`config.mk`:
```
export PLATFORM = sky130hd
export DESIGN_NAME = serializador_envio
export DESIGN_NICKNAME = d
export VERILOG_FILES = /design/src/rtl/debug_pkg.sv /design/src/rtl/serializador_envio.sv
export SDC_FILE = /design/constraint.sdc
export NUM_CORES = 2
export LEC_CHECK = 0
export BUFFER_PORTS_ARGS = -buffer_cell sky130_fd_sc_hd__clkbuf_2
export CELL_PAD_IN_SITES_DETAIL_PLACEMENT = 1
export CELL_PAD_IN_SITES_GLOBAL_PLACEMENT = 1
export CORE_AREA = 2 2 475 477
export CTS_CLUSTER_DIAMETER = 80
export DETAILED_ROUTE_END_ITERATION = 8
export DIE_AREA = 0 0 477 479
export PLACE_DENSITY = 0.59
export SLEW_MARGIN = 20
export SYNTH_ARGS = -nofsm -noshare
export SYNTH_HDL_FRONTEND = slang
export SYNTH_SLANG_ARGS = --single-unit
```
`constraint.sdc`:
```
create_clock -name clk -period 2.8 [get_ports clk]
set_clock_uncertainty 0.2 [all_clocks]
set_input_delay 0.28 -clock clk [delete_from_list [all_inputs] [get_ports clk]]
set_output_delay 0.28 -clock clk [all_outputs]
set_load 0.02 [all_outputs]
```
`src/rtl/debug_pkg.sv`:
```
// Shared debugger definitions: serializer FSM states and default frame geometry,
// common to the buffer assembler and the UART serializer.
package debug_pkg;

  localparam int DBG_NUM_BYTES = 148;
  localparam int DBG_BYTE_W    = 8;

  typedef enum logic [1:0] {
    ST_IDLE = 2'd0,
    ST_SEND = 2'd1,
    ST_CHK  = 2'd2
  } ser_state_t;

endpackage

```
`src/rtl/serializador_envio.sv`:
```
// Frame serializer: snapshots buffer_envio on an accepted start and streams it
// LSB byte first over a valid/ready handshake toward the UART transmitter.
// Optional build macro CHECKSUM_EN appends an XOR checksum word after the data.
module serializador_envio
  import debug_pkg::*;
#(
  parameter int NUM_BYTES = DBG_NUM_BYTES,
  parameter int BYTE_W    = DBG_BYTE_W
) (
  input  logic                           clk,
  input  logic                           rst_n,
  input  logic [NUM_BYTES*BYTE_W-1:0]    buffer_envio,
  input  logic                           start,
  output logic [BYTE_W-1:0]              tx_data,
  output logic                           tx_valid,
  input  logic                           tx_ready,
  output logic                           busy,
  output logic                           done,
  output logic [$clog2(NUM_BYTES+1)-1:0] byte_idx
);

  localparam int W  = NUM_BYTES * BYTE_W;
  localparam int IW = $clog2(NUM_BYTES + 1);
  localparam int SW = (W > 1) ? $clog2(W) : 1;
  localparam logic [IW-1:0] LAST = IW'(NUM_BYTES - 1);

  ser_state_t        state, state_nx;
  logic [W-1:0]      shadow;
  logic [IW-1:0]     idx_nx;
  logic              done_nx;
  logic [SW-1:0]     base;
  logic [BYTE_W-1:0] word;
  logic              xfer;
`ifdef CHECKSUM_EN
  logic [BYTE_W-1:0] csum;
`endif

  // Word select from the frozen snapshot and handshake-derived outputs
  always_comb begin
    base     = SW'(int'(byte_idx) * BYTE_W);
    word     = shadow[base +: BYTE_W];
    tx_valid = (state != ST_IDLE);
    busy     = (state != ST_IDLE);
    xfer     = tx_valid & tx_ready;
    tx_data  = '0;
    if (state == ST_SEND) tx_data = word;
`ifdef CHECKSUM_EN
    if (state == ST_CHK)  tx_data = csum;
`endif
  end

  // Next-state, next index and done pulse
  always_comb begin
    state_nx = state;
    idx_nx   = byte_idx;
    done_nx  = 1'b0;
    case (state)
      ST_IDLE: begin
        if (start) begin
          state_nx = ST_SEND;
          idx_nx   = '0;
        end
      end
      ST_SEND: begin
        if (xfer) begin
          if (byte_idx == LAST) begin
`ifdef CHECKSUM_EN
            state_nx = ST_CHK;
            idx_nx   = IW'(NUM_BYTES);
`else
            state_nx = ST_IDLE;
            idx_nx   = '0;
            done_nx  = 1'b1;
`endif
          end else begin
            idx_nx = byte_idx + 1'b1;
          end
        end
      end
`ifdef CHECKSUM_EN
      ST_CHK: begin
        if (xfer) begin
          state_nx = ST_IDLE;
          idx_nx   = '0;
          done_nx  = 1'b1;
        end
      end
`endif
      default: begin
        state_nx = ST_IDLE;
        idx_nx   = '0;
      end
    endcase
  end

  // State, index and done registers
  always_ff @(posedge clk or negedge rst_n) begin
    if (!rst_n) begin
      state    <= ST_IDLE;
      byte_idx <= '0;
      done     <= 1'b0;
    end else begin
      state    <= state_nx;
      byte_idx <= idx_nx;
      done     <= done_nx;
    end
  end

  // Snapshot of the frame, taken only when a start is accepted
  always_ff @(posedge clk or negedge rst_n) begin
    if (!rst_n)                          shadow <= '0;
    else if (state == ST_IDLE && start)  shadow <= buffer_envio;
  end

`ifdef CHECKSUM_EN
  // Running XOR of transferred data words, cleared at frame start
  always_ff @(posedge clk or negedge rst_n) begin
    if (!rst_n)                          csum <= '0;
    else if (state == ST_IDLE && start)  csum <= '0;
    else if (state == ST_SEND && xfer)   csum <= csum ^ word;
  end
`endif

endmodule

```
==> metrics.txt <==
status complete, but fails checks; failing checks setup timing; Area Overhead vs Synth 61.4%; Initial DRC Count about 4300; Setup crit start kind flop; clk root buf clkbuf_16; max-cap violations 0; Register Area 29900 sq um; Layout Utilization between 30% and 40%; clock period minus worst slack 4390 ps; antenna violations before repair 112; boundary pin count 1207; DIE HEIGHT 479 um; R2R Path Start byte_idx[3]; worst setup margin -1590 ps; register area share after synthesis 55.0%; area occupied by multi-input gates 23200 sq um; Core ar. 224000 sq um; Synth Area in Compound Gates 1.96%; Critical Path Fanout Max 7; RSZ-0062 raised after global routing yes; WHS 47.5 ps; critical path endpoint tx_data[7]; ys async rst share 100%; Die Area 228000 sq um; Detail Placement HPWL 220000 um; XOR/XNOR share of the synthesized area 0.0968%; WP data required roughly 2300 ps; clock latency on the worst-skew pair 780 ps; WL final approximately 320000 um; TritonCTS clock tree done; Peak Freq 228 MHz; pre-CTS setup slack -1330 ps; # fillers around 25000; setup TNS -12220 ps; Synth Area in Adders 0.0230%; largest net degree at the start of global routing 130; share of cells above drive strength 1 25.4%; Least-Margin Pin Slew 742 ps; Synth Warn # 0; first-pass GRT wire length between 400000 and 500000 um; worst vdd rail ir drop between 0.4 and 0.5 mV; critical path data arrival time 3910 ps; gr usage total 27.3%; CTS sink count 1194; Post-synth top flop dfrtp_1; Syn Std Cell Area approximately 54000 sq um; total number of vias between 50000 and 60000; Crit Reg-Reg Endpoint byte_idx[2]; largest family of logic cells by synthesized area simple AND/OR/NAND/NOR gates; Mapped Cells 5835; hold path startpoint buffer_envio[258]; Pwr per Cell Area 714 nW/um^2; Max clock buf depth 3; Critical Path Sink Type primary output; number of synthesized flops with an enable pin 0; Setup Viol. Count Final 8; R2R Setup Slk 120 ps; Die Wd 477 um; Final period util 157%; clock slew at reported path FFs 60 ps; Max-slew headroom approximately half; final hold violation count 0; H-tree depth 4; syn nets between 7000 and 8000; leak pwr 44.2 nW; Crit. Startpoint byte_idx[0]; # DRC 0; critical path type reg2out; Hold WC Path Type in2reg; number of global-route vias before repair 63156; drt pass-1 iters 5; nets@finish 9877; worst hold stages 4; R2R depth 10; Starting Density around a quarter; Post-Syn Area per Cell 9.30 sq um; clock buffers created by TritonCTS 150; vias per inst approximately 4.8; site row count 174; antenna viol nets, final 0; Slew Limit Fails 0; post-synthesis mux area share 13.9%; I/O Buffers 1206; total grt overflow 0; Netlist cell types 52; Post-Synth Simple-Gate Area 26.0%; #FFs+latches synth 1194; RePlAce Congestion 0.922; wire length per cell 26.8 um
report_power, final:
part | internal, mW | switching, mW | leakage [nW] | total (mW)
Clock | 11.8 | 8.16 | 2.43 | 20.0
Sequential | 19.3 | 1.71 | 15.1 | 21.0
Combinational | 10.2 | 11.3 | 26.7 | 21.5
cell usage in the layout, fill, tap and decap left out, types with 5 or more instances in the layout:
| cell | n |
|---|---|
| inv_6 | 8 |
| o21ai_0 | 8 |
| clkbuf_2 | 1197 |
| buf_4 | 258 |
| nand3_1 | 15 |
| a22oi_1 | 10 |
| dlygate4sd3_1 | 1472 |
| mux2i_1 | 66 |
| mux4_2 | 283 |
| a21oi_1 | 16 |
| clkbuf_16 | 155 |
| clkbuf_8 | 27 |
| dfrtp_4 | 5 |
| mux2_2 | 35 |
| o221ai_1 | 21 |
| diode_2 | 89 |
| dfrtp_1 | 1189 |
| clkinvlp_4 | 5 |
| buf_8 | 7 |
| nand2b_1 | 6 |
| nand2_1 | 3611 |
| o211ai_1 | 10 |
| nor2_2 | 5 |
| nor2_1 | 27 |
| bufinv_16 | 10 |
| a31oi_1 | 7 |
| clkbuf_1 | 45 |
| a221o_1 | 7 |
| buf_16 | 7 |
| buf_6 | 21 |
| xnor2_1 | 5 |
| a221oi_2 | 5 |
| clkinv_2 | 14 |
| nor2b_1 | 5 |
| a221oi_1 | 5 |
| buf_12 | 114 |
how the worst min path moves through the flow:
stage | endpoint
final | shadow[258]
after global routing | shadow[1027]
after floorplan | byte_idx[0]
after CTS | shadow[177]
after detailed placement | shadow[816]
after global placement | shadow[816]
through the flow:
stage,instances,total power [mW],cell area (sq um)
floorplan,5835,28.9,54500
finish,11887,62.6,87600
detailed placement,10030,39.9,66700
CTS,11793,62.5,87200
global route,11860,65.1,87600
global placement,10030,39.6,66700
Yosys cell counts (all sizes together) (5+ instances only):
cell type | n | area share (%)
dfrtp | 1194 | 55
nor2 | 33 | 0.23
nor2b | 8 | 0.092
a221o | 9 | 0.17
a31oi | 11 | 0.13
a21oi | 22 | 0.20
buf | 75 | 0.93
o21ai | 13 | 0.12
clkbuf | 301 | 2.1
o221ai | 22 | 0.35
o211ai | 10 | 0.14
mux2 | 38 | 0.79
a22oi | 13 | 0.18
nor3 | 6 | 0.055
nand2 | 3615 | 25
xnor2 | 5 | 0.081
mux2i | 72 | 1.3
a221oi | 12 | 0.19
nand3 | 20 | 0.18
nand2b | 7 | 0.081
o31ai | 6 | 0.083
o2111ai | 5 | 0.081
mux4 | 283 | 12
a211oi | 5 | 0.069
flip-flops by register name, indices dropped and copies added, names as in the netlist:
signal	count
byte_idx	8
done	1
shadow	1184
state	1
kinds of logic (layout without fill, tap and decap cells):
kind of cell,count (synthesis),after routing
other cells,0,89
xor+xnor,6,6
simple gates,3717,3717
buf+inv,380,3351
fa+ha+maj,1,1
compound gates,144,144
flops,1194,1194
mux,393,393
cell type report:
class	count	share of cell area, %
diodes	89	0.254
repair buffers	3077	29.1
inverters	4	0.0228
multi-input cells	4261	26.5
well taps	2992	4.27
clock buffers	226	5.03
clock inverters	44	0.680
flip-flops and latches	1194	34.1
what timing repair did:
action / in CTS / in global routing
cloned: 4 / 0
hold endpoints to repair: 2310 / 0
setup endpoints to repair: 16 / 8
gates resized for setup: 106 / 45
pin swaps: 17 / 21
hold buffers: 1473 / 0
buffers inserted: 17 / 9
per-layer routing:
layer | global-route usage (%) | up-vias | part of all wire (%)
met5 | 0 | - | 0.051
met4 | 16.7 | 24 | 6.9
met3 | 6.22 | 932 | 6.6
met2 | 43.0 | 2653 | 46
met1 | 34.2 | 28661 | 41
li1 | - | 24523 | -
critical path, cell delays in order (launching register included):
cell and delay [ps]:
dfrtp_4 540, buf_12 180, buf_16 160, mux4_2 350
mux2i_1 80, o211ai_1 470, a21oi_1 160, buf_4 200
nor3_4 320, buf_4 170, a311o_1 190, buf_12 150
buf_12 110
(Power assumes the default switching activity.)
